## src/rtl/dec_scan_if.sv

```systemverilog
// Select-bus interface for dec_scan: control inputs from the sequencer,
// registered one-hot select and status back from the decoder.
interface dec_scan_if #(
   parameter int AW      = 2,
   parameter int DWELL_W = 8
);
   logic                 en;
   logic                 mode;
   logic [AW-1:0]        a;
   logic [DWELL_W-1:0]   dwell;
   logic [(1<<AW)-1:0]   y;
   logic [AW-1:0]        idx;
   logic                 valid;
   logic                 wrap;

   modport master (
      output en, mode, a, dwell,
      input  y, idx, valid, wrap
   );

   modport slave (
      input  en, mode, a, dwell,
      output y, idx, valid, wrap
   );
endinterface

```

## src/rtl/dec_scan.sv

```systemverilog
// dec_scan: registered AW-to-2^AW one-hot decoder with enable.
// Optional auto-scan (build macro DEC_SCAN_EN) walks the select through every
// output, holding each for dwell+1 cycles with BLANK all-zero gap cycles.
// Without DEC_SCAN_EN the block is a plain registered decoder; mode/dwell are
// ignored and wrap stays 0.
//
// state    | meaning
// ---------+-----------------------------------------------------------
// ST_IDLE  | direct decode or disabled; scan counters cleared
// ST_DRIVE | scan: y = 1<<idx, dwell counter counting down to 0
// ST_BLANK | scan: y = 0 for BLANK cycles, idx held
module dec_scan #(
   parameter int AW      = 2,
   parameter int DWELL_W = 8,
   parameter int BLANK   = 1
) (
   input  logic       clk,
   input  logic       rst_n,
   dec_scan_if.slave  bus
);

   localparam int NY = 1 << AW;

   function automatic logic [NY-1:0] onehot(input logic [AW-1:0] i);
      onehot    = '0;
      onehot[i] = 1'b1;
   endfunction

`ifdef DEC_SCAN_EN

   // Blank counter runs from BLANK-1 down to 0.
   localparam int BW = (BLANK > 1) ? $clog2(BLANK) : 1;

   typedef enum logic [1:0] {
      ST_IDLE  = 2'd0,
      ST_DRIVE = 2'd1,
      ST_BLANK = 2'd2
   } state_t;

   state_t              state;
   logic [DWELL_W-1:0]  cnt;
   logic [BW-1:0]       bcnt;
   logic [AW-1:0]       idx_nxt;

   assign idx_nxt = bus.idx + 1'b1;

   // Decoder / scan sequencer; en=0 overrides everything but reset.
   always_ff @(posedge clk or negedge rst_n) begin
      if (!rst_n) begin
         state     <= ST_IDLE;
         cnt       <= '0;
         bcnt      <= '0;
         bus.y     <= '0;
         bus.idx   <= '0;
         bus.valid <= 1'b0;
         bus.wrap  <= 1'b0;
      end else if (!bus.en) begin
         state     <= ST_IDLE;
         cnt       <= '0;
         bcnt      <= '0;
         bus.y     <= '0;
         bus.valid <= 1'b0;
         bus.wrap  <= 1'b0;
      end else if (!bus.mode) begin
         state     <= ST_IDLE;
         cnt       <= '0;
         bcnt      <= '0;
         bus.y     <= onehot(bus.a);
         bus.idx   <= bus.a;
         bus.valid <= 1'b1;
         bus.wrap  <= 1'b0;
      end else begin
         case (state)
            ST_IDLE: begin
               // scan always starts at index 0, no wrap pulse on entry
               state     <= ST_DRIVE;
               cnt       <= bus.dwell;
               bus.idx   <= '0;
               bus.y     <= onehot('0);
               bus.valid <= 1'b1;
               bus.wrap  <= 1'b0;
            end
            ST_DRIVE: begin
               bus.wrap <= 1'b0;
               if (cnt != '0) begin
                  cnt <= cnt - 1'b1;
               end else if (BLANK > 0) begin
                  state     <= ST_BLANK;
                  bcnt      <= BW'((BLANK > 0) ? BLANK - 1 : 0);
                  bus.y     <= '0;
                  bus.valid <= 1'b0;
               end else begin
                  state     <= ST_DRIVE;
                  cnt       <= bus.dwell;
                  bus.idx   <= idx_nxt;
                  bus.y     <= onehot(idx_nxt);
                  bus.valid <= 1'b1;
                  bus.wrap  <= (idx_nxt == '0);
               end
            end
            ST_BLANK: begin
               if (bcnt != '0) begin
                  bcnt <= bcnt - 1'b1;
               end else begin
                  state     <= ST_DRIVE;
                  cnt       <= bus.dwell;
                  bus.idx   <= idx_nxt;
                  bus.y     <= onehot(idx_nxt);
                  bus.valid <= 1'b1;
                  bus.wrap  <= (idx_nxt == '0);
               end
            end
            default: begin
               state     <= ST_IDLE;
               bus.y     <= '0;
               bus.valid <= 1'b0;
               bus.wrap  <= 1'b0;
            end
         endcase
      end
   end

`else

   // Scan hardware not built: mode and dwell have no effect.
   logic unused_scan_inputs;
   assign unused_scan_inputs = ^{bus.mode, bus.dwell};

   // Plain registered decoder; idx holds while disabled.
   always_ff @(posedge clk or negedge rst_n) begin
      if (!rst_n) begin
         bus.y     <= '0;
         bus.idx   <= '0;
         bus.valid <= 1'b0;
         bus.wrap  <= 1'b0;
      end else if (!bus.en) begin
         bus.y     <= '0;
         bus.valid <= 1'b0;
         bus.wrap  <= 1'b0;
      end else begin
         bus.y     <= onehot(bus.a);
         bus.idx   <= bus.a;
         bus.valid <= 1'b1;
         bus.wrap  <= 1'b0;
      end
   end

`endif

endmodule

```

## src/flat_wrapper.sv

```systemverilog
// flat-port wrapper written by rule: the top's interface ports become plain ports
module dec_scan_flat 
#(
   parameter int AW      = 2,
   parameter int DWELL_W = 8,
   parameter int BLANK   = 1
)
  (clk, rst_n, bus_en, bus_mode, bus_a, bus_dwell, bus_y, bus_idx, bus_valid, bus_wrap);
  dec_scan_if #(.AW(AW), .DWELL_W(DWELL_W)) bus_i ();
  input  logic clk;
  input  logic rst_n;
  input wire logic [$bits(bus_i.en)-1:0] bus_en;
  input wire logic [$bits(bus_i.mode)-1:0] bus_mode;
  input wire logic [$bits(bus_i.a)-1:0] bus_a;
  input wire logic [$bits(bus_i.dwell)-1:0] bus_dwell;
  output wire logic [$bits(bus_i.y)-1:0] bus_y;
  output wire logic [$bits(bus_i.idx)-1:0] bus_idx;
  output wire logic [$bits(bus_i.valid)-1:0] bus_valid;
  output wire logic [$bits(bus_i.wrap)-1:0] bus_wrap;
  assign bus_i.en = bus_en;
  assign bus_i.mode = bus_mode;
  assign bus_i.a = bus_a;
  assign bus_i.dwell = bus_dwell;
  assign bus_y = bus_i.y;
  assign bus_idx = bus_i.idx;
  assign bus_valid = bus_i.valid;
  assign bus_wrap = bus_i.wrap;
  dec_scan #(.AW(AW), .DWELL_W(DWELL_W), .BLANK(BLANK)) u_core (.clk(clk), .rst_n(rst_n), .bus(bus_i));
endmodule
```

## config.mk

```make
export PLATFORM = sky130hd
export DESIGN_NAME = dec_scan_flat
export DESIGN_NICKNAME = d
export VERILOG_FILES = /design/src/rtl/dec_scan_if.sv /design/src/rtl/dec_scan.sv /design/src/flat_wrapper.sv
export SDC_FILE = /design/constraint.sdc
export NUM_CORES = 1
export LEC_CHECK = 0
export ABC_AREA = 0
export ABC_CLOCK_PERIOD_IN_PS = 1050
export BUFFER_PORTS_ARGS = -buffer_cell sky130_fd_sc_hd__buf_2
export CORE_AREA = 2 2 39 41
export DETAILED_ROUTE_END_ITERATION = 10
export DIE_AREA = 0 0 41 43
export PLACE_DENSITY_LB_ADDON = 0.2
export SYNTH_ARGS = -nofsm -noshare
export SYNTH_HDL_FRONTEND = slang
export SYNTH_SLANG_ARGS = --single-unit
```

## constraint.sdc

```tcl
create_clock -name clk -period 1.05 [get_ports clk]
set_clock_uncertainty 0.05 [all_clocks]
set_input_delay 0.1575 -clock clk [delete_from_list [all_inputs] [get_ports clk]]
set_output_delay 0.1575 -clock clk [all_outputs]
set_load 0.1 [all_outputs]
```

# Word level (Yosys, flattened, before mapping)
# Index checks and enable logic that the tools add are counted.
[word_totals]
wordCells = 10
regBits = 7
inputBits = 14
output_inout_bits = 8
[op_classes]
magnitude_cmp = 2
n_reduce_logical = 1
muxes = 4
[ops]
columns = ["cell", "count"]
rows = [
  ["2-to-1 mux 4 bit", 1],
  ["< comparator 2 x 3 -> 1 bit, second input constant", 1],
  ["demux 1 bit (select 2 bit)", 1],
  [">= comparator 2 x 1 -> 1 bit, second input constant", 1],
  ["2-to-1 mux 1 bit", 2],
  ["logical AND 1 bit", 1],
]

# Depth between registers and ports, before layout
# Gate-level depths: netlist of the first run.
[logic_depth]
ltp_word = 5
depth_mapped = 1
ltp_nobuf = 1

# Least setup slack after synthesis of the first run
# No wires, ideal clock.
[synth_path]
path_type = "flip-flop to flip-flop"
start = "register, netlist name u_core.bus.idx[0]"
end = "register u_core.bus.idx[0]"
stages_incl_launch_ff = 2
path_slack_ps = -256
required_time_ps = 875
t_arrival_ps = 1130
n_path_buf = 0
setup_time_ps = 125
path_cell_list = "dfrtp_1 > mux2_2"
[synth_rtl]
columns = ["element", "line_no", "rtl"]
rows = [
  ["end signal, assigned", "dec_scan.sv:142", "bus.idx <= bus.a;"],
  ["end, declared", "dec_scan_if.sv:23", "output y, idx, valid, wrap"],
]

# Worst setup path after layout of the first run
[layout_path]
start = "register u_core.bus.idx[1]"
end = "output port bus_idx[1]"
[layout_rtl]
columns = ["element", "line_no", "rtl"]
rows = [
  ["end, declared", "flat_wrapper.sv:17", "output wire logic [$bits(bus_i.idx)-1:0] bus_idx;"],
]
# No word-level cell between the ends.

==> results.md, run 1 <==
* H-tree Lvls at 1
* CP Buf/Inv Count at 1
* Die area at 0.00176 sq mm
* HPWL Detailed at 315 um
* Post-synth top area cell: dfrtp_1
* Crit path required time at 0.84 ns
* DR WL/cell at 9.07 um
* CP Capture Type: output port
* Critical path fanouts, max at 2
* Fin. Hold Viols at 0
* CP Class: reg2out
* Crit-path leading delay family: flip-flops
* Top-area cell type share of the netlist area at 71.8%
* Post-Synthesis Cells at 15
* HP Class: in2reg
* Unique masters post-synth at 7
* Seq pwr share at 39.0%
* Port Buffers at 11
* Final Instance Area at 464 sq um
* Max-cap violations at 0
* Arr. time, crit path at 0.90 ns
* Initial Util at 17.6%
* Yosys warning total at 0
* CTS Buf Count at 3
* Net Sw Power at 267 uW
* Post-synth ARST share at 100%
* Mapped Area at 244 sq um
* ANT nets after route at 0
* Num ports at 22
* Fraction of layout instances using a drive strength above 1 at 86.7%
* Global-route wire length before repair at 772 um
* Internal at 515 uW
* RSZ-0062 raised after global routing: yes
* GPL Wtd Cong at 0.707
* CTS sink count at 7
* DIE WIDTH at 41 um
* Largest net degree at the start of global routing at 8
* Post-synthesis sequential area ratio at 71.8%
* CTS tree: yes
* Routed wire length at 417 um
* Fin crit period at 1.11 ns
* Via count at 163
* Status: complete, but fails checks
* Top FF cell, synth: dfrtp_1
* Setup TNS at -0.0618 ns
* Clk root buf: clkbuf_4
* Leak at 0.000207 uW
* Post-synth top cells: dfrtp_1, and3b_2, mux2_2
* Fillers at 139
* DRC viols at 0
* Overall Global Routing Usage at 7.32%
* Core area at 0.00138 sq mm
* Synth top area cells: dfrtp_1, mux2_2, and3b_2
* Reg clk slew, reported paths at 0.05 ns
* Vias per cell at 3.54
* Placed inst area at 428 sq um
* Clock network fraction of design power at 31.1%
* Die height at 43 um
* Fmax at 0.899 GHz
* Total iterations of the first detailed-routing run at 3
* Initial antenna violation count at 0
* Buffer depth of the longest clock path at 2
* FF+latch count, synth at 7
* Critical Path Max Stage Delay at 0.48 ns
* N_diodes at 0
* Layout area overhead at 90.3%
* Slew Limit Fails at 0
* Final net count at 45
* Grt total ovfl at 0
* Post-synth EDFFs at 0
* Failing checks: negative setup slack
* Vias in the first global route at 165
* Row Count at 14
* VDD IR-drop max at 0.690 mV
* Max stage delay cell, worst path: dfrtp_4
* Final setup viols at 1
* Final Cycle Share at 106%
* Count leader, synth: dfrtp_1
* Gate power share at 29.9%
* Clock Latency Late Sink at 0.25 ns
* DR iter-0 viols at 4
* Startpoint Class: flop
* Sw Share at 34.2%
* Post-placement setup slack at 0.147 ns
* Syn nets at 29
* Slack of the critical path at -0.0618 ns
* Critical-path cell list: buf_12
* Power density cells at 1690 mW/mm^2
* Mean post-synth cell area at 16.3 sq um
routing by layer:
layer | vias to the layer above | GRT usage [%] | share of wire (%)
met5 | - | 0 | 0
met4 | 0 | 6.00 | 1.9
met3 | 2 | 6.81 | 18
met2 | 13 | 7.81 | 41
met1 | 71 | 8.39 | 39
li1 | 77 | - | -
kinds of logic after synthesis:
family | synth area share [%]
mux | 9.23
other cells | 1.54
flops | 71.8
buf+inv | 3.08
simple gates | 14.4
final timing paths:
kind / start / slack (ns) / depth (start not counted) / endpoint
setup reg to reg: u_core.bus.idx[1] / 0.14 / 1 / u_core.bus.idx[1]
min in group asynchronous: rst_n / 0.22 / 2 / u_core.bus.idx[1]
hold reg to reg: u_core.bus.idx[0] / 0.51 / 1 / u_core.bus.idx[0]
hold / removal: bus_en / 0.04 / 1 / u_core.bus.valid
max in group asynchronous: rst_n / 0.57 / 2 / u_core.bus.idx[1]
setup / recovery: u_core.bus.idx[1] / -0.06 / 1 / bus_idx[1]
repair_timing:
action / 4_1_cts / 5_1_grt
gates resized for setup: 0 / 0
buffers inserted: 0 / 0
endpoints found under the hold margin: 7 / 0
hold buffers: 1 / 0
endpoints found under the setup margin: 2 / 7
placed cells by master, fill, tap and decap left out:
cell,netlist,routed
and3_2,1,1
and3b_2,2,2
buf_12,0,7
buf_2,0,4
clkbuf_1,0,1
clkbuf_4,0,3
conb_1,1,1
dfrtp_2,0,6
dfrtp_4,0,1
dlygate4sd3_1,0,1
mux2_2,2,2
nor3b_1,1,1
metrics by stage:
step | power [uW] | utilization, % | hold slack (ns) | cells
final | 783 | 33.5 | 0.0409 | 46
after global routing | 821 | 33.5 | 0.0290 | 46
after CTS | 794 | 33.5 | 0.0349 | 46
after detailed placement | 542 | 30.9 | -0.0566 | 41
after global placement | 542 | 30.9 | -0.0552 | 41
after floorplan | 450 | - | -0.188 | 15
power groups by stage:
stage	Combinational [uW]	Sequential (uW)	Clock, uW
floorplan	32.3	418	0
global placement	232	310	0
detailed placement	232	310	0
CTS	235	306	253
global route	242	307	271
finish	234	305	244
sequential cells by signal (all words and copies together) (netlist names):
| register | cells |
|---|---|
| u_core.bus.idx | 2 |
| u_core.bus.valid | 1 |
| u_core.bus.y | 4 |
area by class of cell:
class	count	area [sq um]	share of cell area, %
Tap cell	16	20.0	4.31
Clock buffer	4	26.3	5.66
Multi-Input combinational cell	7	61.3	13.2
Timing Repair Buffer	12	170	36.7
Sequential cell	7	186	40.2
No activity file was read; power rests on OpenSTA's default activity.
==> run 2: changes to the inputs <==
--- a/config.mk
+++ b/config.mk
@@ -6,12 +6,12 @@
 export NUM_CORES = 1
 export LEC_CHECK = 0
 export ABC_AREA = 0
-export ABC_CLOCK_PERIOD_IN_PS = 1050
+export ABC_CLOCK_PERIOD_IN_PS = 1180
 export BUFFER_PORTS_ARGS = -buffer_cell sky130_fd_sc_hd__buf_2
 export CORE_AREA = 2 2 39 41
 export DETAILED_ROUTE_END_ITERATION = 10
 export DIE_AREA = 0 0 41 43
-export PLACE_DENSITY_LB_ADDON = 0.2
+export PLACE_DENSITY_LB_ADDON = 0.25
 export SYNTH_ARGS = -nofsm -noshare
 export SYNTH_HDL_FRONTEND = slang
 export SYNTH_SLANG_ARGS = --single-unit
==> constraint.sdc (replaced) <==
create_clock -name clk -period 1.18 [get_ports clk]
set_clock_uncertainty 0.05 [all_clocks]
set_input_delay 0.177 -clock clk [delete_from_list [all_inputs] [get_ports clk]]
set_output_delay 0.177 -clock clk [all_outputs]
set_load 0.1 [all_outputs]
==> results.md, run 2 (synthesis results as in run 1) <==
* Slack of the critical path at 0.118 ns (was -0.0618 ns)
* Routed wire length at 427 um (was 417 um)
* Total power at 684 uW (was 783 uW)
* Vias per cell at 3.72 (was 3.54)
* ANT nets after route at 0 (unchanged)
* Fillers at 143 (was 139)
* DR iter-0 viols at 1 (was 4)
* Biggest register: u_core.bus.y (unchanged)
* Max stage delay cell, worst path: dfrtp_2 (was dfrtp_4)
* Fin crit period at 1.06 ns
* DRC viols at 0 (unchanged)
* CTS sink count at 7 (unchanged)
* Fin. Hold Viols at 0 (unchanged)
* Commonest non-fill, non-tap cell in the layout: buf_12 (unchanged)
* DR WL/cell at 9.28 um (was 9.07 um)
* CP Class: reg2out (unchanged)
* Busiest grt layer: met2 (was met1)
* Power density cells at 1500 mW/mm^2 (was 1690 mW/mm^2)
* Die height at 43 um (unchanged)
* Post-CTS Setup Inserts at 0 (unchanged)
* CTS Buf Count at 3 (unchanged)
* CTS tree: yes (unchanged)
* Initial antenna violation count at 0 (unchanged)
* GR Layer Usage met3 at 6.81% (unchanged)
* Buffer depth of the longest clock path at 2 (unchanged)
* Fraction of layout instances using a drive strength above 1 at 70.0% (was 86.7%)
* Initial Util at 17.6% (unchanged)
* Die area at 0.00176 sq mm (unchanged)
* Final Instance Area at 455 sq um (was 464 sq um)
* Startpoint Class: flop (unchanged)
* Clock Latency Late Sink at 0.24 ns (was 0.25 ns)
* Grt total ovfl at 0 (unchanged)
* Arr. time, crit path at 0.83 ns (was 0.90 ns)
* Top Registers: u_core.bus.y (4), u_core.bus.idx (2), u_core.bus.valid (1) (unchanged)
* Critical Path Max Stage Delay at 0.42 ns (was 0.48 ns)
* Crit-path leading delay family: flip-flops (unchanged)
* Final net count at 45 (unchanged)
* Global-route wire length before repair at 703 um (was 772 um)
* DIE WIDTH at 41 um (unchanged)
* Final Cycle Share at 90.0%
* Min Hold Slack at 0.0676 ns (was 0.0409 ns)
* Port Buffers at 11 (unchanged)
* H-tree Lvls at 1 (unchanged)
* M2 GR Usage at 7.81% (unchanged)
* Setup TNS at 0 ns (was -0.0618 ns)
* Met1 Usage GRT at 7.36% (was 8.39%)
* Vias in the first global route at 171 (was 165)
* HP Class: in2reg (unchanged)
* Critical path fanouts, max at 2 (unchanged)
* Num ports at 22 (unchanged)
* Reg clk slew, reported paths at 0.05 ns (about the same)
* Number of flip-flops in the largest register at 4 (unchanged)
* VDD IR-drop max at 0.630 mV (was 0.690 mV)
* RSZ-0062 raised after global routing: no (was yes)
* Placed inst area at 419 sq um (was 428 sq um)
* GPL Wtd Cong at 0.655 (was 0.707)
* Slew Limit Fails at 0 (unchanged)
* CP Capture Type: output port (unchanged)
* Overall Global Routing Usage at 6.71% (was 7.32%)
* Crit path required time at 0.95 ns (was 0.84 ns)
* N_diodes at 0 (unchanged)
* Layout area overhead at 86.7% (was 90.3%)
* Max-cap violations at 0 (unchanged)
* Total iterations of the first detailed-routing run at 2 (was 3)
* Clk root buf: clkbuf_4 (unchanged)
* Status: completed (was complete, but fails checks)
* CP Buf/Inv Count at 1 (unchanged)
* Final setup viols at 0 (was 1)
* Core area at 0.00138 sq mm (unchanged)
* Fmax at 0.942 GHz
* Critical-path cell list: buf_12 (unchanged)
* Post-placement setup slack at 0.342 ns (was 0.147 ns)
* HPWL Detailed at 343 um (was 315 um)
* Largest net degree at the start of global routing at 8 (unchanged)
* Most frequent cells in the layout: buf_12, dfrtp_1, buf_2 (was buf_12, dfrtp_2, buf_2)
* Row Count at 14 (unchanged)
* Via count at 171 (was 163)
* Leak at 0.000214 uW (was 0.000207 uW)
run 2: final timing paths:
path	from	endpoint	slack, ns	cells past startpoint
worst max-delay path	u_core.bus.idx[1]	bus_idx[1]	0.12	1
worst min-delay path	bus_en	u_core.bus.valid	0.07	1
worst max register to register	u_core.bus.idx[1]	u_core.bus.idx[1]	0.33	1
worst min register to register	u_core.bus.idx[0]	u_core.bus.idx[0]	0.50	1
max in group asynchronous	rst_n	u_core.bus.idx[0]	0.66	2
min in group asynchronous	rst_n	u_core.bus.y[3]	0.25	2
run 2: layer usage:
metal  vias up  part of all wire, %
met5         -                    0
li1         78                    -
met2        14                   44
met1        79                   38
met4         0                    0
met3         0                   18
run 2: area by class of cell:
class,count,area (sq um),share of cell area [%]
tap,16,20.0,4.40
clock buffer,4,26.3,5.77
timing repair buffer,12,170,37.4
multi-input combinational,7,61.3,13.5
sequential,7,178,39.0
run 2: stage by stage:
stage	utilization [%]	std cells
2_1_floorplan	-	15
3_3_place_gp	30.3	41
3_5_place_dp	30.3	41
4_1_cts	32.9	46
5_1_grt	32.9	46
6_report	32.9	46
run 2: what timing repair did:
item | CTS | global route
hold buffers | 1 | 0
hold endpoints to repair | 7 | 0
resized for setup | 0 | 0
run 2: power breakdown:
part,switching (uW),internal [uW],leakage (uW)
sequential,13.2,256,0.0000868
combinational,138,70.7,0.000113
clock,77.2,128,0.0000150
==> run 3: changes to the inputs <==
--- a/config.mk
+++ b/config.mk
@@ -11,7 +11,7 @@
 export CORE_AREA = 2 2 39 41
 export DETAILED_ROUTE_END_ITERATION = 10
 export DIE_AREA = 0 0 41 43
-export PLACE_DENSITY_LB_ADDON = 0.25
+export GPL_ROUTABILITY_DRIVEN = 1
 export SYNTH_ARGS = -nofsm -noshare
 export SYNTH_HDL_FRONTEND = slang
 export SYNTH_SLANG_ARGS = --single-unit
==> results.md, run 3 (synthesis results as in run 1) <==
* DIE WIDTH at 41 um (unchanged)
* M2 GR Usage at 9.06% (was 7.81%)
* CP Capture Type: output port (unchanged)
* Slew Limit Fails at 0 (unchanged)
* N_diodes at 0 (unchanged)
* Post-CTS Setup Inserts at 0 (unchanged)
* Die area at 0.00176 sq mm (unchanged)
* Status: completed (unchanged)
* Global-route wire length before repair at 731 um (was 703 um)
* GR Layer Usage met3 at 6.28% (was 6.81%)
* Initial Util at 17.6% (unchanged)
* Critical-path cell list: buf_12 (unchanged)
* Total iterations of the first detailed-routing run at 3 (was 2)
* Startpoint Class: flop (unchanged)
* Grt total ovfl at 0 (unchanged)
* Clock Latency Late Sink at 0.25 ns (was 0.24 ns)
* Arr. time, crit path at 0.85 ns (was 0.83 ns)
* Fin. Hold Viols at 0 (unchanged)
* Clk root buf: clkbuf_4 (unchanged)
* CTS sink count at 7 (unchanged)
* DR iter-0 viols at 2 (was 1)
* GPL Wtd Cong at 0.671 (was 0.655)
* Critical path fanouts, max at 2 (unchanged)
* DR WL/cell at 9.50 um (was 9.28 um)
* Met1 Usage GRT at 6.93% (was 7.36%)
* CTS Buf Count at 3 (unchanged)
* Most frequent cells in the layout: buf_12, dfrtp_1, buf_2 (unchanged)
* Final setup viols at 0 (unchanged)
* Crit path required time at 0.95 ns (about the same)
* Crit-path leading delay family: flip-flops (unchanged)
* Number of flip-flops in the largest register at 4 (unchanged)
* Buffer depth of the longest clock path at 2 (unchanged)
* Core area at 0.00138 sq mm (unchanged)
* Busiest grt layer: met2 (unchanged)
* Routed wire length at 437 um (was 427 um)
* Reg clk slew, reported paths at 0.05 ns (about the same)
* Hold_buf cts at 1 (unchanged)
* VDD IR-drop max at 0.617 mV (was 0.630 mV)
* DRC viols at 0 (unchanged)
* Fraction of layout instances using a drive strength above 1 at 70.0% (unchanged)
* Num ports at 22 (unchanged)
* Initial antenna violation count at 0 (unchanged)
* Max stage delay cell, worst path: dfrtp_2 (unchanged)
* Total power at 692 uW (was 684 uW)
* CP Buf/Inv Count at 1 (unchanged)
* Port Buffers at 11 (unchanged)
* ANT nets after route at 0 (unchanged)
* Die height at 43 um (unchanged)
* Top Registers: u_core.bus.y (4), u_core.bus.idx (2), u_core.bus.valid (1) (unchanged)
* Largest net degree at the start of global routing at 8 (unchanged)
* Max-cap violations at 0 (unchanged)
* Layout area overhead at 86.7% (unchanged)
* Commonest non-fill, non-tap cell in the layout: buf_12 (unchanged)
* Row Count at 14 (unchanged)
* CTS tree: yes (unchanged)
* Final net count at 45 (unchanged)
* Via count at 165 (was 171)
* Setup TNS at 0 ns (unchanged)
* HP Class: in2reg (unchanged)
* Biggest register: u_core.bus.y (unchanged)
* Vias in the first global route at 169 (was 171)
* Fmax at 0.933 GHz (was 0.942 GHz)
* Power density cells at 1520 mW/mm^2 (was 1500 mW/mm^2)
* Final Cycle Share at 90.9% (was 90.0%)
* Critical Path Max Stage Delay at 0.42 ns (about the same)
* Overall Global Routing Usage at 6.88% (was 6.71%)
* Leak at 0.000214 uW (unchanged)
* CP Class: reg2out (unchanged)
* Fin crit period at 1.07 ns (was 1.06 ns)
* Vias per cell at 3.59 (was 3.72)
* H-tree Lvls at 1 (unchanged)
* RSZ-0062 raised after global routing: no (unchanged)
* Post-CTS sizing at 0 (unchanged)
-- run 3: cell counts in the layout (fill, tap and decap cells not counted) --
No cell type changed its count.
-- run 3: power by group --
group / total, uW / internal (uW) / leakage [uW] / switching, uW
Combinational: 209 / 70.7 / 0.000113 / 138
Sequential: 270 / 256 / 0.0000868 / 13.7
Clock: 214 / 129 / 0.0000150 / 84.9
Total: 692 / 455 / 0.000214 / 237
-- run 3: area by class of cell --
cell class              count  area, sq um
fillers                   133          928
flip-flops and latches      7          178
multi-input cells           7         61.3
repair buffers             12          170
well taps                  16         20.0
clock buffers               4         26.3
-- run 3: path summary, 6_finish.rpt --
path | slack, ns | endpoint | depth (start not counted) | startpoint
max in group asynchronous | 0.68 | u_core.bus.idx[1] | 2 | rst_n
min in group asynchronous | 0.24 | u_core.bus.valid | 2 | rst_n
min | 0.07 | u_core.bus.valid | 1 | bus_en
max | 0.11 | bus_idx[1] | 1 | u_core.bus.idx[1]
max reg2reg | 0.32 | u_core.bus.idx[1] | 1 | u_core.bus.idx[1]
min reg2reg | 0.52 | u_core.bus.idx[0] | 1 | u_core.bus.idx[0]
-- run 3: metal layers --
metal  up-vias  part of all wire [%]
met4         0                     0
li1         79                     -
met5         -                     0
met1        77                    41
met2         9                    48
met3         0                    11
-- run 3: through the flow --
stage	hold slack (ns)	setup WS [ns]	utilization, %	std cells	instance area [sq um]
floorplan	-0.169	0.0697	-	15	246
global placement	-0.0375	0.342	30.3	41	419
detailed placement	-0.0373	0.323	30.3	41	419
CTS	0.0514	0.0976	32.9	46	455
global route	0.0564	0.0793	32.9	46	455
finish	0.0678	0.108	32.9	46	455
